==> config.mk <==
export PLATFORM = sky130hd
export DESIGN_NAME = ucomb_cfg_seq
export DESIGN_NICKNAME = d
export VERILOG_FILES = /design/src/rtl/ucomb_cfg_seq.sv
export SDC_FILE = /design/constraint.sdc
export NUM_CORES = 1
export LEC_CHECK = 0
export CAP_MARGIN = 20
export CORE_MARGIN = 4
export CORE_UTILIZATION = 55
export DETAILED_ROUTE_END_ITERATION = 10
export PLACE_DENSITY = 0.93
export REMOVE_ABC_BUFFERS = 1
export SYNTH_ARGS = -nofsm -noshare
export SYNTH_HDL_FRONTEND = slang
export SYNTH_SLANG_ARGS = --single-unit
==> constraint.sdc <==
create_clock -name clk -period 6.4 [get_ports clk]
set_input_delay 1.28 -clock clk [delete_from_list [all_inputs] [get_ports clk]]
set_output_delay 1.28 -clock clk [all_outputs]
set_load 0.02 [all_outputs]
==> src/rtl/ucomb_cfg_seq.sv <==
// Serial config loader and settle/capture sequencer wrapped around one ucomb_full.
// Define UCOMB_CFG_PARITY_EN to require a trailing even-parity bit on the stream.
module ucomb_cfg_seq #(
    parameter int CFG_W  = 23,
    parameter int DIN_W  = 4,
    parameter int DOUT_W = 6,
    parameter int SETTLE = 2
) (
    input  logic                   clk,
    input  logic                   rst,
    input  logic                   cfg_en,
    input  logic                   cfg_bit,
    input  logic                   cfg_commit,
    output logic                   cfg_err,
    output logic                   cfg_valid,
    input  logic                   op_valid,
    output logic                   op_ready,
    input  logic [DIN_W-1:0]       op_data,
    output logic [CFG_W+DIN_W-1:0] comb_in,
    input  logic [DOUT_W-1:0]      comb_out,
    output logic                   res_valid,
    input  logic                   res_ready,
    output logic [DOUT_W-1:0]      res_data,
    output logic                   busy
);

`ifdef UCOMB_CFG_PARITY_EN
    localparam int SH_W = CFG_W + 1;
`else
    localparam int SH_W = CFG_W;
`endif
    localparam int CNT_W = $clog2(SH_W + 1);

    localparam logic [1:0] S_IDLE = 2'd0;
    localparam logic [1:0] S_EVAL = 2'd1;
    localparam logic [1:0] S_HOLD = 2'd2;

    logic [1:0]        state;
    logic [SH_W-1:0]   shadow;
    logic [SH_W-1:0]   shadow_nxt;
    logic [CNT_W-1:0]  bit_cnt;
    logic [CNT_W-1:0]  cnt_nxt;
    logic [CFG_W-1:0]  cfg_active;
    logic [CFG_W-1:0]  new_word;
    logic [DIN_W-1:0]  op_hold;
    logic [3:0]        settle_cnt;
    logic              idle;
    logic              shift_ok;
    logic              commit_try;
    logic              word_ok;
    logic              op_fire;

    assign idle       = (state == S_IDLE);
    assign shift_ok   = cfg_en & idle;
    assign commit_try = cfg_commit & idle;
    assign op_ready   = idle & cfg_valid & ~cfg_commit;
    assign op_fire    = op_valid & op_ready;
    assign busy       = ~idle;
    assign comb_in    = {cfg_active, op_hold};

    // The commit sees the shadow and count after any same-cycle shift.
    always_comb begin
        shadow_nxt = shadow;
        cnt_nxt    = bit_cnt;
        if (shift_ok) begin
            shadow_nxt = {shadow[SH_W-2:0], cfg_bit};
            if (bit_cnt != CNT_W'(SH_W))
                cnt_nxt = bit_cnt + CNT_W'(1);
        end
    end

`ifdef UCOMB_CFG_PARITY_EN
    assign word_ok  = (cnt_nxt == CNT_W'(SH_W)) & ~(^shadow_nxt);
    assign new_word = shadow_nxt[SH_W-1:1];
`else
    assign word_ok  = (cnt_nxt == CNT_W'(SH_W));
    assign new_word = shadow_nxt;
`endif

    always_ff @(posedge clk or posedge rst) begin
        if (rst) begin
            shadow     <= '0;
            bit_cnt    <= '0;
            cfg_active <= '0;
            cfg_valid  <= 1'b0;
            cfg_err    <= 1'b0;
        end else begin
            shadow <= shadow_nxt;
            if (commit_try) begin
                bit_cnt <= '0;
                if (word_ok) begin
                    cfg_active <= new_word;
                    cfg_valid  <= 1'b1;
                end else begin
                    cfg_err <= 1'b1;
                end
            end else begin
                bit_cnt <= cnt_nxt;
            end
            // Config traffic while evaluating would disturb comb_in.
            if (~idle && (cfg_en || cfg_commit))
                cfg_err <= 1'b1;
        end
    end

    always_ff @(posedge clk or posedge rst) begin
        if (rst) begin
            state      <= S_IDLE;
            op_hold    <= '0;
            settle_cnt <= '0;
            res_valid  <= 1'b0;
            res_data   <= '0;
        end else begin
            unique case (state)
                S_IDLE: begin
                    if (op_fire) begin
                        op_hold    <= op_data;
                        settle_cnt <= 4'(SETTLE - 1);
                        state      <= S_EVAL;
                    end
                end
                S_EVAL: begin
                    if (settle_cnt == 4'd0) begin
                        res_data  <= comb_out;
                        res_valid <= 1'b1;
                        state     <= S_HOLD;
                    end else begin
                        settle_cnt <= settle_cnt - 4'd1;
                    end
                end
                S_HOLD: begin
                    if (res_ready) begin
                        res_valid <= 1'b0;
                        state     <= S_IDLE;
                    end
                end
                default: state <= S_IDLE;
            endcase
        end
    end

endmodule

==> results of run 1 <==
==> synthesized netlist by cell type (2+ instances only) <==
cell      instances
dfrtp_1          70
buf_2             4
xor2_1            3
ha_1              2
mux2_2           39
nand4_1           2
nor3b_2           2
and2_1            2
nor3_1            2
inv_1             8
nor2_1            9
buf_6             2
nand2b_1          4
mux2_4           19
xnor2_1           2
nor2b_1           3
a21oi_1           4
o21ai_0           3
nand2_1           8
==> layout by cell type (no fill, tap or decap), types with 2 or more instances in the layout <==
master / synthesis / layout
clkdlybuf4s50_1: 0 / 54
and2_1: 2 / 2
inv_1: 8 / 7
nor2_1: 9 / 9
clkbuf_8: 0 / 9
mux2_4: 19 / 19
mux2_2: 39 / 39
nand2b_1: 4 / 4
nand4_1: 2 / 2
nor3_1: 2 / 2
a21oi_1: 4 / 4
xnor2_1: 2 / 2
o21ai_0: 3 / 3
dfrtp_1: 70 / 70
clkinv_2: 0 / 4
clkbuf_1: 1 / 2
ha_1: 2 / 2
nor2b_1: 3 / 3
nand2_1: 8 / 8
xor2_1: 3 / 3
==> power by group through the flow <==
stage	combinational [mW]	clock, mW	sequential [mW]
final	0.128	0.330	0.542
after global routing	0.142	0.359	0.549
after CTS	0.130	0.341	0.541
after detailed placement	0.129	0	0.547
after global placement	0.122	0	0.540
after floorplan	0.0893	0	0.537
==> cell families after synthesis <==
group / after synthesis / share of synthesized area (%)
AND/OR/NAND/NOR: 39 / 7.48
flip-flops: 70 / 59.5
adder cells (fa/ha/maj): 2 / 0.850
XOR/XNOR: 5 / 1.49
AO/OA/AOI/OAI: 12 / 2.89
multiplexers: 59 / 24.9
buffers and inverters: 16 / 2.85
==> cell type report <==
| class | count | area [µm²] | area share (%) |
|---|---|---|---|
| clock buffers | 11 | 131 | 3.52 |
| well taps | 70 | 87.6 | 2.35 |
| flip-flops and latches | 70 | 1750 | 47.0 |
| multi-input cells | 117 | 1110 | 29.9 |
| repair buffers | 56 | 563 | 15.1 |
| inverters | 8 | 30.0 | 0.805 |
| clock inverters | 5 | 50.0 | 1.34 |
==> critical path, delay by kind of cell <==
kind	cells	cell delay [ps]
buf+inv	2	1090
simple gates	1	210
==> through the flow <==
step | area [µm²] | hold slack, ps | power (mW) | setup WS (ps)
6_report | 3730 | 477 | 1.00 | 2540
5_1_grt | 3730 | 518 | 1.05 | 2470
4_1_cts | 3710 | 475 | 1.01 | 2340
3_5_place_dp | 3530 | 459 | 0.676 | 2000
3_3_place_gp | 3530 | 463 | 0.662 | 2090
2_1_floorplan | 2890 | 471 | 0.626 | 2620
==> worst min-delay path by stage <==
stage	start	end	slack, ps	cells past startpoint
2_1_floorplan	shadow[22]	shadow[22]	470	1
3_3_place_gp	cfg_err	cfg_err	460	1
3_5_place_dp	cfg_err	cfg_err	460	1
4_1_cts	cfg_err	cfg_err	480	1
5_1_grt	cfg_active[4]	cfg_active[4]	520	1
6_report	cfg_err	cfg_err	480	1
==> state kept, by name, indices dropped and copies added, names as in the netlist, 2 cells and up <==
signal	count
cfg_active	23
settle_cnt	4
state	2
op_hold	4
bit_cnt	5
res_data	6
shadow	23
==> metal layers <==
metal,vias up,global-route usage [%],share of wire [%]
met5,-,0,0
met4,0,10.3,2.7
met3,12,4.32,3.2
met2,36,30.5,51
met1,846,23.9,44
li1,821,-,-
==> flow_metrics.tcl, run 1 <==
set metrics [dict create \
    port_buffers 54 \
    synthCells 203 \
    io_pins 55 \
    crit_start "cfg_commit" \
    cts_buffer_depth 2 \
    status "completed" \
    ant_nets 0 \
    cp_slowest_cell "clkdlybuf4s50_1" \
    gp_congestion 0.789 \
    h-tree-depth 3 \
    cts_made_buffers 9 \
    overflow 0 \
    finalCriticalPeriod_ps 3860 \
    min_path_type "register to register" \
    via_per_inst 5.09 \
    cap_violations 0 \
    clock-root-buffer "clkbuf_8" \
    clock-sinks 70 \
    syn_to_final_growth_pct 26.6 \
    regToRegSetupSlack_ps 4000 \
    crit_path_end_kind "primary output" \
    netlist.top_cell.by_area "dfrtp_1" \
    dr_total_vias 1715 \
    fin_skew_ps 8.45 \
    finalSetupTns_ps 0 \
    reg2reg_from "state[1]" \
    synth.area.top_cells "dfrtp_1 (59%), mux2_2 (15%), mux2_4 (9.7%), nor2_1 (1.1%), inv_1 (1.0%)" \
    post-route-util_pct 72.5 \
    cp.arrival_ps 2580 \
    core.rowCount 26 \
    die_w_um 81.2 \
    die_h_um 81.2 \
    fmax_mhz 259 \
    syn_area_um2 2940 \
    switching_share_pct 24.6 \
    yosysWarningCount 0 \
    ys_ff_latch 70 \
    crit-reg2reg-capture "cfg_active[15]" \
    postCtsResizedCells 0 \
    vdd_drop_max_mv 0.232 \
    reg2regPathDepth 5 \
    setup_viol 0 \
    grt_start_max_net_pins 71 \
    rsz0062_at_grt "false" \
    drive_gt1_share_pct 30.7 \
    ys_types 34 \
    max_stage_delay_ps 630 \
    die_area_um2 6590 \
    tritoncts "done" \
    crit_fanout 3 \
    power_frac_clock_pct 33.0 \
    drt_first_pass_iters 4 \
    p_comb_share_pct 12.8 \
    grt_use_total_pct 19.0 \
    start_kind "input port" \
    dp_hpwl_um 3590 \
    clock_latency_ps 340 \
    fillers 360 \
    p_leak_nw 1.74 \
    antennaDiodeCount 0 \
    synth_edf_count 0 \
    powerDensity_nw_per_um2 268 \
    cpMostUsedCell "clkdlybuf4s50_1" \
    grt_first_pass_wirelength_um 9180 \
    period_share_pct 60.4 \
    hold_violations 0 \
    critPathRequiredTime_ps 5120 \
    critPathCapture "op_ready" \
    seqPwrFrac_pct 54.2 \
    synth_top_area_share_pct 59.5 \
    drc 0 \
    core_um2 5140 \
    drv_slew 0 \
    final_cell_count_no_fill 337 \
    slew_headroom_pct 44.0 \
    post_cts_buffers 0 \
    ys_async_sr_fraction_pct 100 \
    nNetsFinal 281 \
    hold_buffers 0 \
    start_util_pct 57.3 \
    ys_seq_area_share_pct 59.5 \
    wl_um 5360 \
    crit_path_cell_trace "clkdlybuf4s50_1 > nor3b_2 > clkdlybuf4s50_1" \
    post_drt_wl_per_cell_um 15.9 \
    avgSynthCellArea_um2 14.5 \
    p_int_mw 0.754 \
    ys.flop_type "dfrtp_1" \
    critPathKind "input port to primary output" \
    grt_pass1_vias 1875 \
    antenna_found_initial 0 \
    drtIter0Drc 100 \
    switchingPower_mw 0.246 \
    clkTransAtPathRegs_ps 70 \
    dp.cells 320 \
    tightest_slew_ps 840 \
]
(Power assumes the default switching activity.)
==> inputs of run 2 (changes only) <==
--- a/config.mk
+++ b/config.mk
@@ -7,9 +7,9 @@
 export LEC_CHECK = 0
 export CAP_MARGIN = 20
 export CORE_MARGIN = 4
-export CORE_UTILIZATION = 55
+export CORE_UTILIZATION = 47
 export DETAILED_ROUTE_END_ITERATION = 10
-export PLACE_DENSITY = 0.93
+export PLACE_DENSITY = 0.85
 export REMOVE_ABC_BUFFERS = 1
 export SYNTH_ARGS = -nofsm -noshare
 export SYNTH_HDL_FRONTEND = slang
==> constraint.sdc (replaced) <==
create_clock -name clk -period 3.2 [get_ports clk]
set_input_delay 0.64 -clock clk [delete_from_list [all_inputs] [get_ports clk]]
set_output_delay 0.64 -clock clk [all_outputs]
set_load 0.02 [all_outputs]
==> flow_metrics.tcl, run 2 (synthesis results as in run 1) <==
set metrics [dict create \
    status "completed" \
    core.rowCount 28 \
    syn_to_final_growth_pct 28.5 \
    tightest_slew_ps 859 \
    h-tree-depth 3 \
    min_path_cells 1 \
    reg_top3 "cfg_active x23, shadow x23, res_data x6" \
    post_drt_wl_per_cell_um 15.9 \
    die_h_um 87.1 \
    finalSetupTns_ps 0 \
    vdd_drop_max_mv 0.335 \
    drt_first_pass_iters 4 \
    fmax_mhz 380 \
    powerDensity_nw_per_um2 558 \
    hold_violations 0 \
    p_leak_nw 1.75 \
    critPathKind "register to primary output" \
    max_stage_delay_ps 630 \
    overflow 0 \
    via_per_inst 5.09 \
    cts_made_buffers 9 \
    grt_pass1_vias 1990 \
    layout_commonest_cell "dfrtp_1" \
    cp_slowest_cell "clkdlybuf4s50_1" \
    crit_path_cell_trace "nor2_1 > inv_1 > nor3b_2 > clkdlybuf4s50_1" \
    finalCriticalPeriod_ps 2630 \
    antennaDiodeCount 0 \
    critPathRequiredTime_ps 2560 \
    fin_skew_ps 7.37 \
    min_path_type "register to register" \
    dp_hpwl_um 3630 \
    start_util_pct 49.1 \
    core_um2 5990 \
    io_pins 55 \
    rsz0062_at_grt "false" \
    ant_nets 0 \
    slew_headroom_pct 42.7 \
    clock_latency_ps 340 \
    drive_gt1_share_pct 30.6 \
    tritoncts "done" \
    start_kind "register" \
    setup_viol 0 \
    port_buffers 54 \
    wl_um 5440 \
    drc 0 \
    crit_fanout 6 \
    final_cell_mix "dfrtp_1 (70), clkdlybuf4s50_1 (54), mux2_2 (39)" \
    reg2regPathDepth 6 \
    post_cts_buffers 0 \
    final_cell_count_no_fill 343 \
    nNetsFinal 282 \
    crit_path_end_kind "primary output" \
    postCtsResizedCells 0 \
    cap_violations 0 \
    drtIter0Drc 95 \
    gp_congestion 0.885 \
    grt_use_total_pct 16.4 \
    clock-sinks 70 \
    clkTransAtPathRegs_ps 70 \
    grt_start_max_net_pins 71 \
    clock-root-buffer "clkbuf_8" \
    hold_buffers 0 \
    dp.cells 327 \
    grt_first_pass_wirelength_um 9370 \
    die_w_um 87.1 \
    period_share_pct 82.3 \
    dr_total_vias 1745 \
    antenna_found_initial 0 \
    cp.arrival_ps 1990 \
    drv_slew 0 \
    die_area_um2 7590 \
    cts_buffer_depth 2 \
]
-- run 2: area by class of cell --
| class | instances | area, µm² |
|---|---|---|
| fillers | 435 | 2210 |
| flip-flops and latches | 70 | 1750 |
| multi-input cells | 117 | 1110 |
| repair buffers | 57 | 576 |
| clock buffers | 13 | 149 |
| well taps | 75 | 93.8 |
| clock inverters | 3 | 67.6 |
| inverters | 8 | 30.0 |
-- run 2: critical path, delay by kind of cell (launching register included) --
| family | cells | cell delay (ps) |
|---|---|---|
| buf+inv | 2 | 760 |
| simple gates | 2 | 430 |
| flops | 1 | 460 |
-- run 2: worst paths after layout --
kind                               start              to  slack, ps
min in group asynchronous            rst  cfg_active[16]        870
max in group asynchronous            rst       cfg_valid       1770
worst max register to register  state[1]  cfg_active[18]       1140
worst min register to register   cfg_err         cfg_err        480
worst max-delay path            state[1]        op_ready        570
worst min-delay path             cfg_err         cfg_err        480
-- run 2: routing by layer --
metal,track usage [%],wire length [µm],vias up
met5,0,0,-
met4,6.42,72,0
met3,8.04,344,7
met2,26.6,2710,46
met1,18.5,2310,872
li1,-,-,820
-- run 2: where the power goes --
group	internal (mW)	switching (mW)	total, mW
combinational	0.139	0.113	0.253
clock	0.462	0.316	0.778
sequential	1.01	0.0656	1.08
total	1.61	0.495	2.11
-- run 2: metrics by stage --
stage / power [mW] / setup slack [ps] / cell area, µm² / hold WS [ps] / util, %
after CTS: 2.13 / 520 / 3780 / 479 / 63.1
after detailed placement: 1.34 / 499 / 3570 / 453 / 59.5
after global placement: 1.32 / 571 / 3570 / 458 / 59.5
after global routing: 2.21 / 428 / 3780 / 508 / 63.1
after floorplan: 1.25 / 64.2 / 2890 / 471 / -
final: 2.11 / 567 / 3780 / 478 / 63.1
